File: config.mk
export PLATFORM = sky130hd
export DESIGN_NAME = mem_dump_reader
export DESIGN_NICKNAME = d
export VERILOG_FILES = /design/src/rtl/mem_dump_reader.sv
export SDC_FILE = /design/constraint.sdc
export NUM_CORES = 1
export LEC_CHECK = 0
export CAP_MARGIN = 20
export CORE_MARGIN = 10
export CORE_UTILIZATION = 56
export DETAILED_ROUTE_END_ITERATION = 16
export PLACE_DENSITY = 0.81
export SLEW_MARGIN = 20
export SYNTH_ARGS = -nofsm -noshare
export SYNTH_HDL_FRONTEND = slang
export SYNTH_SLANG_ARGS = --single-unit
export TNS_END_PERCENT = 10
File: constraint.sdc
create_clock -name clk_i -period 4 [get_ports clk_i]
set_input_delay 0.6 -clock clk_i [delete_from_list [all_inputs] [get_ports clk_i]]
set_output_delay 0.6 -clock clk_i [all_outputs]
set_load 0.01 [all_outputs]
File: src/rtl/mem_dump_reader.sv
// Read-side dump engine: sweeps COUNT words from BASE through a registered 1-cycle RAM port and
// streams them on valid/ready with a running XOR checksum. Never touches the RAM write port.
module mem_dump_reader #(
  parameter int WID_MEM   = 8,
  parameter int DEPTH_MEM = 2048,
  parameter int CNT_W     = 32
) (
  input  logic               clk_i,
  input  logic               reset_i,
  input  logic               start_i,
  input  logic [CNT_W-1:0]   base_addr_i,
  input  logic [CNT_W-1:0]   count_i,
  output logic               busy_o,
  output logic               done_o,
  output logic [WID_MEM-1:0] checksum_o,
  output logic [31:0]        mem_raddr_o,
  input  logic [WID_MEM-1:0] mem_dout_i,
  output logic [WID_MEM-1:0] m_data_o,
  output logic               m_valid_o,
  input  logic               m_ready_i,
  output logic               m_last_o
);

  typedef enum logic [1:0] {
    S_IDLE  = 2'd0,
    S_RUN   = 2'd1,
    S_DRAIN = 2'd2,
    S_FIN   = 2'd3
  } state_t;

  localparam logic [31:0] LAST_ADDR = 32'(DEPTH_MEM - 1);

  state_t             state_q, state_d;
  logic [31:0]        mem_raddr_q, mem_raddr_d;
  logic [CNT_W-1:0]   count_q, count_d;
  logic [CNT_W-1:0]   issued_q, issued_d;
  logic [CNT_W-1:0]   beats_q, beats_d;
  logic               primed_q, primed_d;
  logic               inflight_q, inflight_d;
  logic [WID_MEM-1:0] fifo0_q, fifo0_d;
  logic [WID_MEM-1:0] fifo1_q, fifo1_d;
  logic               wr_ptr_q, wr_ptr_d;
  logic               rd_ptr_q, rd_ptr_d;
  logic [1:0]         occ_q, occ_d;
  logic [WID_MEM-1:0] checksum_q, checksum_d;

  logic [31:0]        base_mod;
  logic [31:0]        raddr_next;
  logic [CNT_W-1:0]   issued_inc;
  logic [WID_MEM-1:0] head;
  logic               valid;
  logic               last;
  logic               hs;
  logic               credit_ok;
  logic               rd_issue;

  assign base_mod   = 32'(base_addr_i % CNT_W'(DEPTH_MEM));
  assign raddr_next = (mem_raddr_q == LAST_ADDR) ? 32'd0 : mem_raddr_q + 32'd1;
  assign issued_inc = issued_q + CNT_W'(1);
  assign head       = rd_ptr_q ? fifo1_q : fifo0_q;
  assign valid      = (occ_q != 2'd0);
  assign last       = valid && (beats_q == count_q - CNT_W'(1));
  assign hs         = valid && m_ready_i;
  // A read may only go out if its word is guaranteed a FIFO slot when it lands.
  assign credit_ok  = ({1'b0, occ_q} + {2'b00, inflight_q}) < (3'd2 + {2'b00, hs});
  assign rd_issue   = (state_q == S_RUN) && primed_q && credit_ok;

  always_comb begin
    state_d     = state_q;
    mem_raddr_d = mem_raddr_q;
    count_d     = count_q;
    issued_d    = issued_q;
    beats_d     = beats_q;
    primed_d    = primed_q;
    inflight_d  = rd_issue;
    fifo0_d     = fifo0_q;
    fifo1_d     = fifo1_q;
    wr_ptr_d    = wr_ptr_q;
    rd_ptr_d    = rd_ptr_q;
    checksum_d  = checksum_q;
    occ_d       = occ_q + {1'b0, inflight_q} - {1'b0, hs};

    if (inflight_q) begin
      if (wr_ptr_q) fifo1_d = mem_dout_i;
      else          fifo0_d = mem_dout_i;
      wr_ptr_d = ~wr_ptr_q;
    end

    if (hs) begin
      rd_ptr_d   = ~rd_ptr_q;
      beats_d    = beats_q + CNT_W'(1);
      checksum_d = checksum_q ^ head;
    end

    case (state_q)
      S_IDLE: begin
        if (start_i) begin
          count_d    = count_i;
          issued_d   = '0;
          beats_d    = '0;
          checksum_d = '0;
          primed_d   = 1'b0;
          if (count_i == '0) begin
            state_d = S_FIN;
          end else begin
            state_d     = S_RUN;
            mem_raddr_d = base_mod;
          end
        end
      end
      S_RUN: begin
        // One settle cycle after acceptance places the first beat at E0+3.
        primed_d = 1'b1;
        if (rd_issue) begin
          issued_d    = issued_inc;
          mem_raddr_d = raddr_next;
          if (issued_inc == count_q) state_d = S_DRAIN;
        end
      end
      S_DRAIN: begin
        if (hs && last) state_d = S_FIN;
      end
      S_FIN: begin
        state_d = S_IDLE;
      end
      default: begin
        state_d = S_IDLE;
      end
    endcase
  end

  always_ff @(posedge clk_i) begin
    if (reset_i) begin
      state_q     <= S_IDLE;
      mem_raddr_q <= '0;
      count_q     <= '0;
      issued_q    <= '0;
      beats_q     <= '0;
      primed_q    <= 1'b0;
      inflight_q  <= 1'b0;
      fifo0_q     <= '0;
      fifo1_q     <= '0;
      wr_ptr_q    <= 1'b0;
      rd_ptr_q    <= 1'b0;
      occ_q       <= 2'd0;
      checksum_q  <= '0;
    end else begin
      state_q     <= state_d;
      mem_raddr_q <= mem_raddr_d;
      count_q     <= count_d;
      issued_q    <= issued_d;
      beats_q     <= beats_d;
      primed_q    <= primed_d;
      inflight_q  <= inflight_d;
      fifo0_q     <= fifo0_d;
      fifo1_q     <= fifo1_d;
      wr_ptr_q    <= wr_ptr_d;
      rd_ptr_q    <= rd_ptr_d;
      occ_q       <= occ_d;
      checksum_q  <= checksum_d;
    end
  end

  assign busy_o      = (state_q != S_IDLE);
  assign done_o      = (state_q == S_FIN);
  assign checksum_o  = checksum_q;
  assign mem_raddr_o = mem_raddr_q;
  assign m_valid_o   = valid;
  assign m_data_o    = valid ? head : '0;
  assign m_last_o    = last;

endmodule

==> results.tsv <==
stage	metric	value	unit
clock_network	clk_path_buf_depth	2	
sta	skew	0.00962	ns
sta	max_freq	258	MHz
clock_network	h-tree-depth	4	
floorplan	row_count	47	
synth	avgSynthCellArea	7.48	um^2
placed_design	dpl_worst_slack	0.0472	ns
floorplan	die_width	151	um
clock_network	cts_root_buf	clkbuf_16	
global_routing	track_usage	0.253	
drt	drt_iter0_markers	835	
drt	first_pass_iters	5	
synth	yosysWarnings	0	
placed_design	port_buffers	106	
clock_network	cts_tree	built	
sta	setup_viol	0	
floorplan	dieHeight	151	um
synth	synth_edf_count	0	
synth	syn_area	9640	um^2
cells_and_area	diodes	0	
floorplan	core_area	16700	um^2
synth	async_flop_share	0	
sta	rsz0062_at_grt	no	
power	irDropWorstVdd	357	uV
worst_setup_path	required	3.40	ns
sta	period_share	0.967	
power	seqPwrFrac	0.326	
placed_design	gp_congestion	0.949	
synth	yosysUniqueCellTypes	73	
clock_network	clk_latency	0.44	ns
job	max-cap-violations	0	
global_routing	grt_pass1_wl	47000	um
worst_setup_path	slowest_delay	0.55	ns
cells_and_area	final_nets	1473	
sta	worst_pin_slew	0.862	ns
placed_design	placed_cells	1584	
power	pwr-share-comb	0.391	
clock_network	clk_pin_slew	0.07	ns
sta	hold_viol	0	
sta	fin_tns_setup	0	ns
cells_and_area	syn2layout_area_growth	21.5	%
min_path	hold_start	fifo0_q[7]	
power	switching_share	0.384	
drt	via_count	9728	
drt	viasPerCell	6.01	
synth	ys_ff_latch	160	
worst_setup_path	crit_type	reg2out	
min_path	hold_class	reg2reg	
global_routing	grt_overflow	0	
worst_setup_path	start_kind	flop	
floorplan	dieArea	22900	um^2
drt	route.detailed.drc	0	
power	power_switching	0.00223	W
worst_setup_path	reg2reg_from	issued_q[6]	
cells_and_area	layout-drive-gt1-share	0.0858	
global_routing	grt_pass1_vias	9296	
worst_setup_path	path_max_fanout	4	
worst_setup_path	end_kind	primary output	
sta	hold_ws	0.456	ns
sta	post-route-min-period	3.87	ns
worst_setup_path	cp_slowest_cell	or4_1	
synth	ys.flop_type	dfxtp_1	
sta	slew_headroom	0.425	
drt	finalWirelength	28900	um
floorplan	ioPinCount	128	
global_routing	grt_max_degree	53	
worst_setup_path	crit_chain	nor4_4 > buf_4 > a31oi_1 > o32a_1 > o21a_1 > or4_1 > or4_4 > nor3_4 > buf_2	
worst_setup_path	arrival	3.27	ns
cells_and_area	fin_util	0.701	
cells_and_area	instances_no_fill	1618	
sta	maxSlewViolCount	0	
floorplan	initial_core_util	0.577	
clock_network	numCtsBuffers	17	
sta	setup_ws	0.130	ns
power	power_density	496	nW/um^2
synth	syn_nets	1376	
power	power_frac_clock	0.283	
placed_design	dp_hpwl	20600	um
worst_setup_path	critPathLaunch	count_q[8]	
global_routing	antenna_found_initial	0	
drt	wl_per_cell	17.8	um
run_status	status	finished, final reports clean	
synth	synthCells	1288	
power	power_leakage	4.26	nW
drt	final_antenna_net_count	0	
clock_network	cts.sinks	160	
synth	seq_area_frac_synth	0.332	
power	intPower	0.00357	W
-- final timing paths --
path | to | slack (ns) | cells past startpoint
setup / recovery | m_last_o | 0.13 | 9
setup reg to reg | state_q[0] | 0.35 | 9
hold / removal | fifo0_q[7] | 0.46 | 2
hold reg to reg | fifo0_q[7] | 0.46 | 2
-- repair_timing --
item	in CTS	in global routing
hold buffers	0	0
buffers inserted	0	2
pin swaps	0	3
resized for setup	6	11
setup endpoints to repair	1	1
-- cell usage after synthesis (all sizes together), types with 5 or more instances --
master,number,share of area
buf,12,0.0078
ha,12,0.016
nand4,41,0.027
xor2,75,0.068
dfxtp,160,0.33
or3,22,0.015
o31ai,5,0.0039
a21oi,107,0.056
nand3,46,0.024
clkbuf,78,0.030
and2,16,0.010
and3,27,0.018
o21ai,51,0.026
a211oi,8,0.0062
a31oi,12,0.0078
nand2b,10,0.0065
mux2i,11,0.011
a22oi,8,0.0062
or4,12,0.0097
nor3b,6,0.0047
nor2b,10,0.0065
nor4,30,0.023
nor2,142,0.055
and4,13,0.012
xnor2,60,0.055
inv,28,0.011
nand2,186,0.072
nor3,33,0.018
-- stage by stage --
stage / instance area (um^2) / total power (W)
after global placement: 11100 / 0.00402
final: 11700 / 0.00580
after detailed placement: 11100 / 0.00407
after floorplan: 9640 / 0.00333
after global routing: 11700 / 0.00611
after CTS: 11600 / 0.00571
-- placed cells by master (no fill, tap or decap), types with 8 or more instances in the layout --
cell,Yosys,final
a211oi_1,8,8
and2_1,16,16
nand3_1,46,46
xnor2_1,60,60
inv_1,28,28
ha_1,12,12
o21ai_0,51,51
clkbuf_16,0,17
xor2_1,75,75
nor2b_1,10,10
or4_1,11,9
nand2b_1,10,10
nor3_1,32,30
nor4_1,27,26
a21oi_1,107,107
or3_1,21,21
clkdlybuf4s50_1,0,104
nor2_1,142,142
mux2i_1,11,11
and3_1,27,27
buf_4,1,62
a31oi_1,12,12
nand4_1,40,40
dfxtp_1,160,159
nand2_1,186,186
and4_1,13,13
-- flip-flops by register name, summed over array words and instances (netlist names) --
register,cells
rd_ptr_q,1
fifo0_q,8
beats_q,32
count_q,32
fifo1_q,8
inflight_q,1
issued_q,32
checksum_o,8
primed_q,1
occ_q,2
mem_raddr_o,32
state_q,2
wr_ptr_q,1
-- logic make-up (layout without fill, tap and decap cells) --
| family | count (synthesis) | after routing | synth area share |
|---|---|---|---|
| compound gates | 244 | 244 | 0.154 |
| xor+xnor | 135 | 135 | 0.123 |
| fa+ha+maj | 12 | 12 | 0.0156 |
| buf+inv | 119 | 229 | 0.0495 |
| flops | 160 | 160 | 0.332 |
| mux | 12 | 12 | 0.0126 |
| simple gates | 606 | 606 | 0.313 |
-- power by group through the flow --
stage / logic [W] / registers [W] / clock network (W)
floorplan: 0.00146 / 0.00187 / 0
global placement: 0.00210 / 0.00191 / 0
detailed placement: 0.00215 / 0.00192 / 0
CTS: 0.00218 / 0.00189 / 0.00165
global route: 0.00247 / 0.00191 / 0.00173
finish: 0.00227 / 0.00189 / 0.00164
-- final cells by class --
type | count | area, um^2
Tap cell | 220 | 275
Inverter | 29 | 109
Sequential cell | 160 | 3200
Fill cell | 1413 | 4990
Clock buffer | 21 | 460
Clock inverter | 11 | 121
Multi-Input combinational cell | 1009 | 6020
Timing Repair Buffer | 168 | 1520
-- routing by layer --
layer | up-vias | global-route usage | part of all wire
met3 | 57 | 0.0665 | 0.081
met1 | 4576 | 0.319 | 0.43
met5 | - | 0 | 0
li1 | 4718 | - | -
met4 | 0 | 0.0876 | 0.024
met2 | 377 | 0.408 | 0.46
-- critical path: cells and delay by family, from the launching register on --
| family | cells | cell delay, ns |
|---|---|---|
| simple gates | 4 | 1.61 |
| compound gates | 3 | 0.55 |
| buf+inv | 2 | 0.33 |
| flops | 1 | 0.34 |
No activity file was read; power rests on OpenSTA's default activity.
==> RTL change 1: new RTL, config.mk and constraints unchanged <==
The parameter `WID_MEM` goes from 8 to 9.
--- a/src/rtl/mem_dump_reader.sv
+++ b/src/rtl/mem_dump_reader.sv
@@ -3,3 +3,3 @@
 module mem_dump_reader #(
-  parameter int WID_MEM   = 8,
+  parameter int WID_MEM   = 9,
   parameter int DEPTH_MEM = 2048,
Ports: changed (resized checksum_o, m_data_o and mem_dout_i); port bits go from 128 to 131. The function was not compared with the original's and may differ.
==> RTL change 1 against the unedited design <==
The flow now finishes with violations (setup timing). Sequential share of layout area grew 0.80 points. Cell area decreased by 1.0%. Utilization down 0.71 points. Synthesized area is 0.16% lower. Synthesized cell count grew 0.70%. Sequential cell count rose by 3. Routed wire length about the same. Total power fell by 2.9%. Clock power fell by 3%. Setup slack worse by 0.16 ns. Largest power group unchanged. Highest routed layer unchanged.
==> RTL change 1: results (changes against the unedited design) <==
Count of cell types in the netlist: 71 (-2.7%)
Worst slew margin: 43.2% (+0.69 points)
Most frequent cells after synthesis: nand2_1 (196), dfxtp_1 (163), nor2_1 (147)
Number of global-route vias before repair: 8902 (-4.2%)
Clock Path Buffers: 2 (unchanged)
Via count: 9701 (-0.28%)
Routability cong.: 0.943 (-0.66%)
Register area share after synthesis: 33.9% (+0.68 points)
Share of layout cells above drive strength 1: 8.39% (-0.19 points)
Layout Skew: 0.00898 ns (-0.000644 ns)
Failing checks: setup timing
Syn nets: 1386 (+0.73%)
Adder-cell share of the synthesized area: 1.56% (+0.0024 points)
Worst VDD drop: 319 uV (-11%)
Met2 usage: 39.7% (-1.1 points)
XOR/XNOR share of the synthesized area: 12.0% (-0.25 points)
Routed WL: 28900 um (about the same)
Worst Reg2Reg Path Length in Cells: 10 (+1)
Crit Path Max Fanout: 3 (-1)
Iter 0 DRT Violations: 949 (+14%)
Status: complete, but fails checks
Synth top area cells: dfxtp_1 (34%), nand2_1 (7.6%), xnor2_1 (6.2%), a21oi_1 (6.1%), xor2_1 (5.8%)
Post-route setup slack: -0.0254 ns (-0.155 ns)
Final setup fails: 1 (+1)
Data arrival, critical path: 3.43 ns (+0.16 ns)
Leakage: 4.03 nW (-5.6%)
Met1 Use GR: 33.6% (+1.7 points)
Synth Area in Compound Gates: 15.4% (+0.050 points)
DRT Pass-1 Iters: 6 (+1)
Number of I/O port buffers: 109 (+2.8%)
Tot GR Track Use: 24.9% (-0.36 points)
# nets final: 1470 (-0.20%)
Final HPWL DP: 21100 um (+2.3%)
GRT met3 Usage: 5.40% (-1.3 points)
Largest net degree at the start of global routing: 65 (+23%)
H-tree depth: 4 (unchanged)
[RTL change 1: changes by cell type in the layout (fill, tap and decap cells not counted), moves of 11 or more]
cell	before	now
buf_4	62	51
nand3_1	46	58
nor4_1	26	37
xor2_1	75	64
and2_1	16	4
nand4_1	40	22
[RTL change 1: cell type report]
class                           count  area (sq um)
Multi-Input combinational cell   1013          5920
Fill cell                        1459          5110
Sequential cell                   163          3260
Timing Repair Buffer              160          1480
Clock buffer                       18           429
Tap cell                          220           275
Clock inverter                     14           128
Inverter                           26          97.6
[RTL change 1: critical path: cells and delay by family (launching register included)]
| kind | cells | cell delay [ns] |
|---|---|---|
| simple gates | 6 | 2.50 |
| flops | 1 | 0.32 |
| buf+inv | 1 | 0.10 |
| compound gates | 1 | 0.06 |
[RTL change 1: cells by family after synthesis]
logic type / count (synthesis)
compound gates: 246
xor+xnor: 132
fa+ha+maj: 12
buf+inv: 121
flops: 163
mux: 14
simple gates: 609
[RTL change 1: final timing paths]
check	slack, ns	endpoint	from
worst max-delay path	-0.03	m_last_o	count_q[13]
worst min-delay path	0.46	fifo0_q[8]	fifo0_q[8]
worst max register to register	0.54	mem_raddr_o[24]	inflight_q
worst min register to register	0.46	fifo0_q[8]	fifo0_q[8]
[RTL change 1: timing repair]
item / in CTS / in global routing
resized for setup: 5 / 13
buffers inserted: 0 / 2
pin swaps: 3 / 9
gates cloned: 0 / 0
setup endpoints to repair: 1 / 1
[RTL change 1: metal layers]
layer / routed length (um) / share of wire [%]
met2: 13300 / 46
met1: 12700 / 44
met4: 537 / 1.9
met5: 0 / 0
met3: 2370 / 8.2
[RTL change 1: per-stage QoR]
stage          TNS [ns]  std cells  worst slack, ns  utilization (%)
5_1_grt         -0.0791       1614          -0.0791             69.4
4_1_cts               0       1612           0.0372             69.0
6_report        -0.0254       1614          -0.0254             69.4
3_5_place_dp          0       1580           0.0380             65.6
3_3_place_gp          0       1580           0.0596             65.6
2_1_floorplan         0       1297            0.566                -
[RTL change 1: report_power, final]
| part | switching [mW] | internal (mW) | total [mW] |
|---|---|---|---|
| combinational | 1.24 | 0.866 | 2.11 |
| clock | 0.727 | 0.865 | 1.59 |
| sequential | 0.186 | 1.75 | 1.93 |
| total | 2.16 | 3.48 | 5.63 |
==> RTL change 2: new RTL, same settings <==
Without the edit above. Make the reset (`reset_i`) asynchronous in one clocked block.
--- a/src/rtl/mem_dump_reader.sv
+++ b/src/rtl/mem_dump_reader.sv
@@ -131,3 +131,3 @@
 
-  always_ff @(posedge clk_i) begin
+  always_ff @(posedge clk_i or posedge reset_i) begin
     if (reset_i) begin
Formal check against the unedited RTL: differs if reset_i is asserted again (counterexample within 4 cycles, from zero or initial values and one cycle with reset_i high); with reset_i held inactive, the same outputs for 4 cycles.
==> RTL change 2 against the unedited design <==
Setup slack worse by 0.048 ns. Synthesized area is 4.2% higher. First-iteration DRC count is 8.6% lower. Clock skew is 0.0030 ns higher. Routed wire length is 2.3% lower. Cell area is 3.1% higher. Total power is 32% higher. Sequential cell count stayed put. Highest routed layer unchanged.
==> RTL change 2: results (changes against the unedited design) <==
Status: finished clean
Count of cell types in the netlist: 75 (+2.7%)
Top_reg_cell synth: dfrtp_1
Number of global-route vias before repair: 8940 (-3.8%)
Met1 Use GR: 29.0% (-2.8 points)
Number of fill cells in the layout: 1345 (-4.8%)
Met2 usage: 37.8% (-3.0 points)
Synth top area cells: dfrtp_1 (40%), xnor2_1 (6.6%), xor2_1 (5.9%), nand2_1 (5.9%), nor2_1 (5.2%)
Register area share after synthesis: 39.9% (+6.6 points)
Skew-Pair Late Insertion Delay: 0.46 ns (+0.02 ns)
Setup WS pre-CTS: 0.0594 ns (+0.0122 ns)
Critical Path Source: count_q[15]
Data arrival, critical path: 3.32 ns (+0.05 ns)
Global-route wire length before repair: 45900 um (-2.2%)
Worst VDD drop: 562 uV (+57%)
Number of I/O port buffers: 106 (unchanged)
Layout Skew: 0.0127 ns (+0.00303 ns)
Slew @ Worst Pin: 0.940 ns (+0.0777 ns)
Mapped Cells: 1164 (-9.6%)
NetSw: 3.18 mW (+43%)
Top delay family on crit path: simple AND/OR/NAND/NOR gates
Placed insts: 1463 (-7.6%)
Most frequent cells after synthesis: dfrtp_1 (160), nand2_1 (158), nor2_1 (140)
R2R Path Start: issued_q[0]
Worst Hold Class: flop to flop
Final HPWL DP: 20400 um (-0.66%)
Share of layout cells above drive strength 1: 10.2% (+1.6 points)
Avg WL per Cell: 18.8 um (+5.5%)
Post-synth EDFFs: 0 (unchanged)
Met2 Routed Length: 13500 um (+0.92%)
Leakage: 5.11 nW (+20%)
R2R Path End: state_q[0]
Hold Path Depth: 1 (-1)
R2r setup slk: 0.28 ns (-0.07 ns)
Tot GR Track Use: 23.6% (-1.6 points)
Wl on met1: 11600 um (-6.5%)
Syn nets: 1252 (-9.0%)
Routability cong.: 0.927 (-2.4%)
DP Area: 11400 sq um (+3.2%)
Via/cell ratio: 6.02 (+0.20%)
Asr flop ratio synth: 100% (+100 points)
CP max-delay cell: nor3_1
Largest net degree at the start of global routing: 54 (+1.9%)
Post-route setup slack: 0.0823 ns (-0.0478 ns)
# diodes: 0 (unchanged)
Via count: 9031 (-7.2%)
Worst Reg2Reg Path Length in Cells: 10 (+1)
Clk slew on worst S/H paths: 0.07 ns (about the same)
Crit Path Max Fanout: 2 (-2)
Slowest stage delay, CP: 0.58 ns (+0.03 ns)
Routed wl met3: 2180 um (-6.7%)
Cts bufs inserted: 17 (unchanged)
GRT met3 Usage: 6.92% (+0.26 points)
Multi-input gate area: 5630 sq um (-6.5%)
Iter 0 DRT Violations: 763 (-8.6%)
[RTL change 2: cell types whose count changed in the layout (fill, tap and decap cells not counted), moves of 18 or more]
cell / delta
nand2_1: -28
dfrtp_1: +159
dfxtp_1: -159
mux2_2: +18
buf_4: -18
a21oi_1: -79
[RTL change 2: area by class of cell]
cell class              instances  share of cell area, %
clock buffers                  17                   3.52
repair buffers                153                   12.0
inverters                      28                  0.902
well taps                     225                   2.33
clock inverters                15                   1.40
flip-flops and latches        160                   33.2
multi-input cells             901                   46.6
[RTL change 2: kinds of logic after synthesis]
logic type / synth area share [%]
XOR/XNOR: 12.6
adder cells (fa/ha/maj): 1.50
multiplexers: 3.63
flip-flops: 39.9
AND/OR/NAND/NOR: 27.4
AO/OA/AOI/OAI: 10.6
buffers and inverters: 4.50
[RTL change 2: what timing repair did]
action                     in CTS  in global routing
hold endpoints to repair        0                  0
resized for setup               6                  9
setup buffers                   3                  1
setup endpoints to repair       1                  1
pin swaps                       1                  1
[RTL change 2: how the worst min path moves through the flow]
stage	start	slack, ns	end
6_report	wr_ptr_q	0.51	wr_ptr_q
3_3_place_gp	wr_ptr_q	0.47	wr_ptr_q
4_1_cts	fifo0_q[7]	0.51	fifo0_q[7]
3_5_place_dp	fifo0_q[6]	0.49	fifo0_q[6]
5_1_grt	fifo1_q[2]	0.52	fifo1_q[2]
2_1_floorplan	wr_ptr_q	0.45	wr_ptr_q
[RTL change 2: power by group through the flow]
stage | registers [mW] | clock network [mW] | logic [mW]
CTS | 2.53 | 1.64 | 3.41
global placement | 2.53 | 0 | 3.26
detailed placement | 2.55 | 0 | 3.36
finish | 2.55 | 1.64 | 3.45
global route | 2.61 | 1.72 | 3.78
floorplan | 2.37 | 0 | 2.32
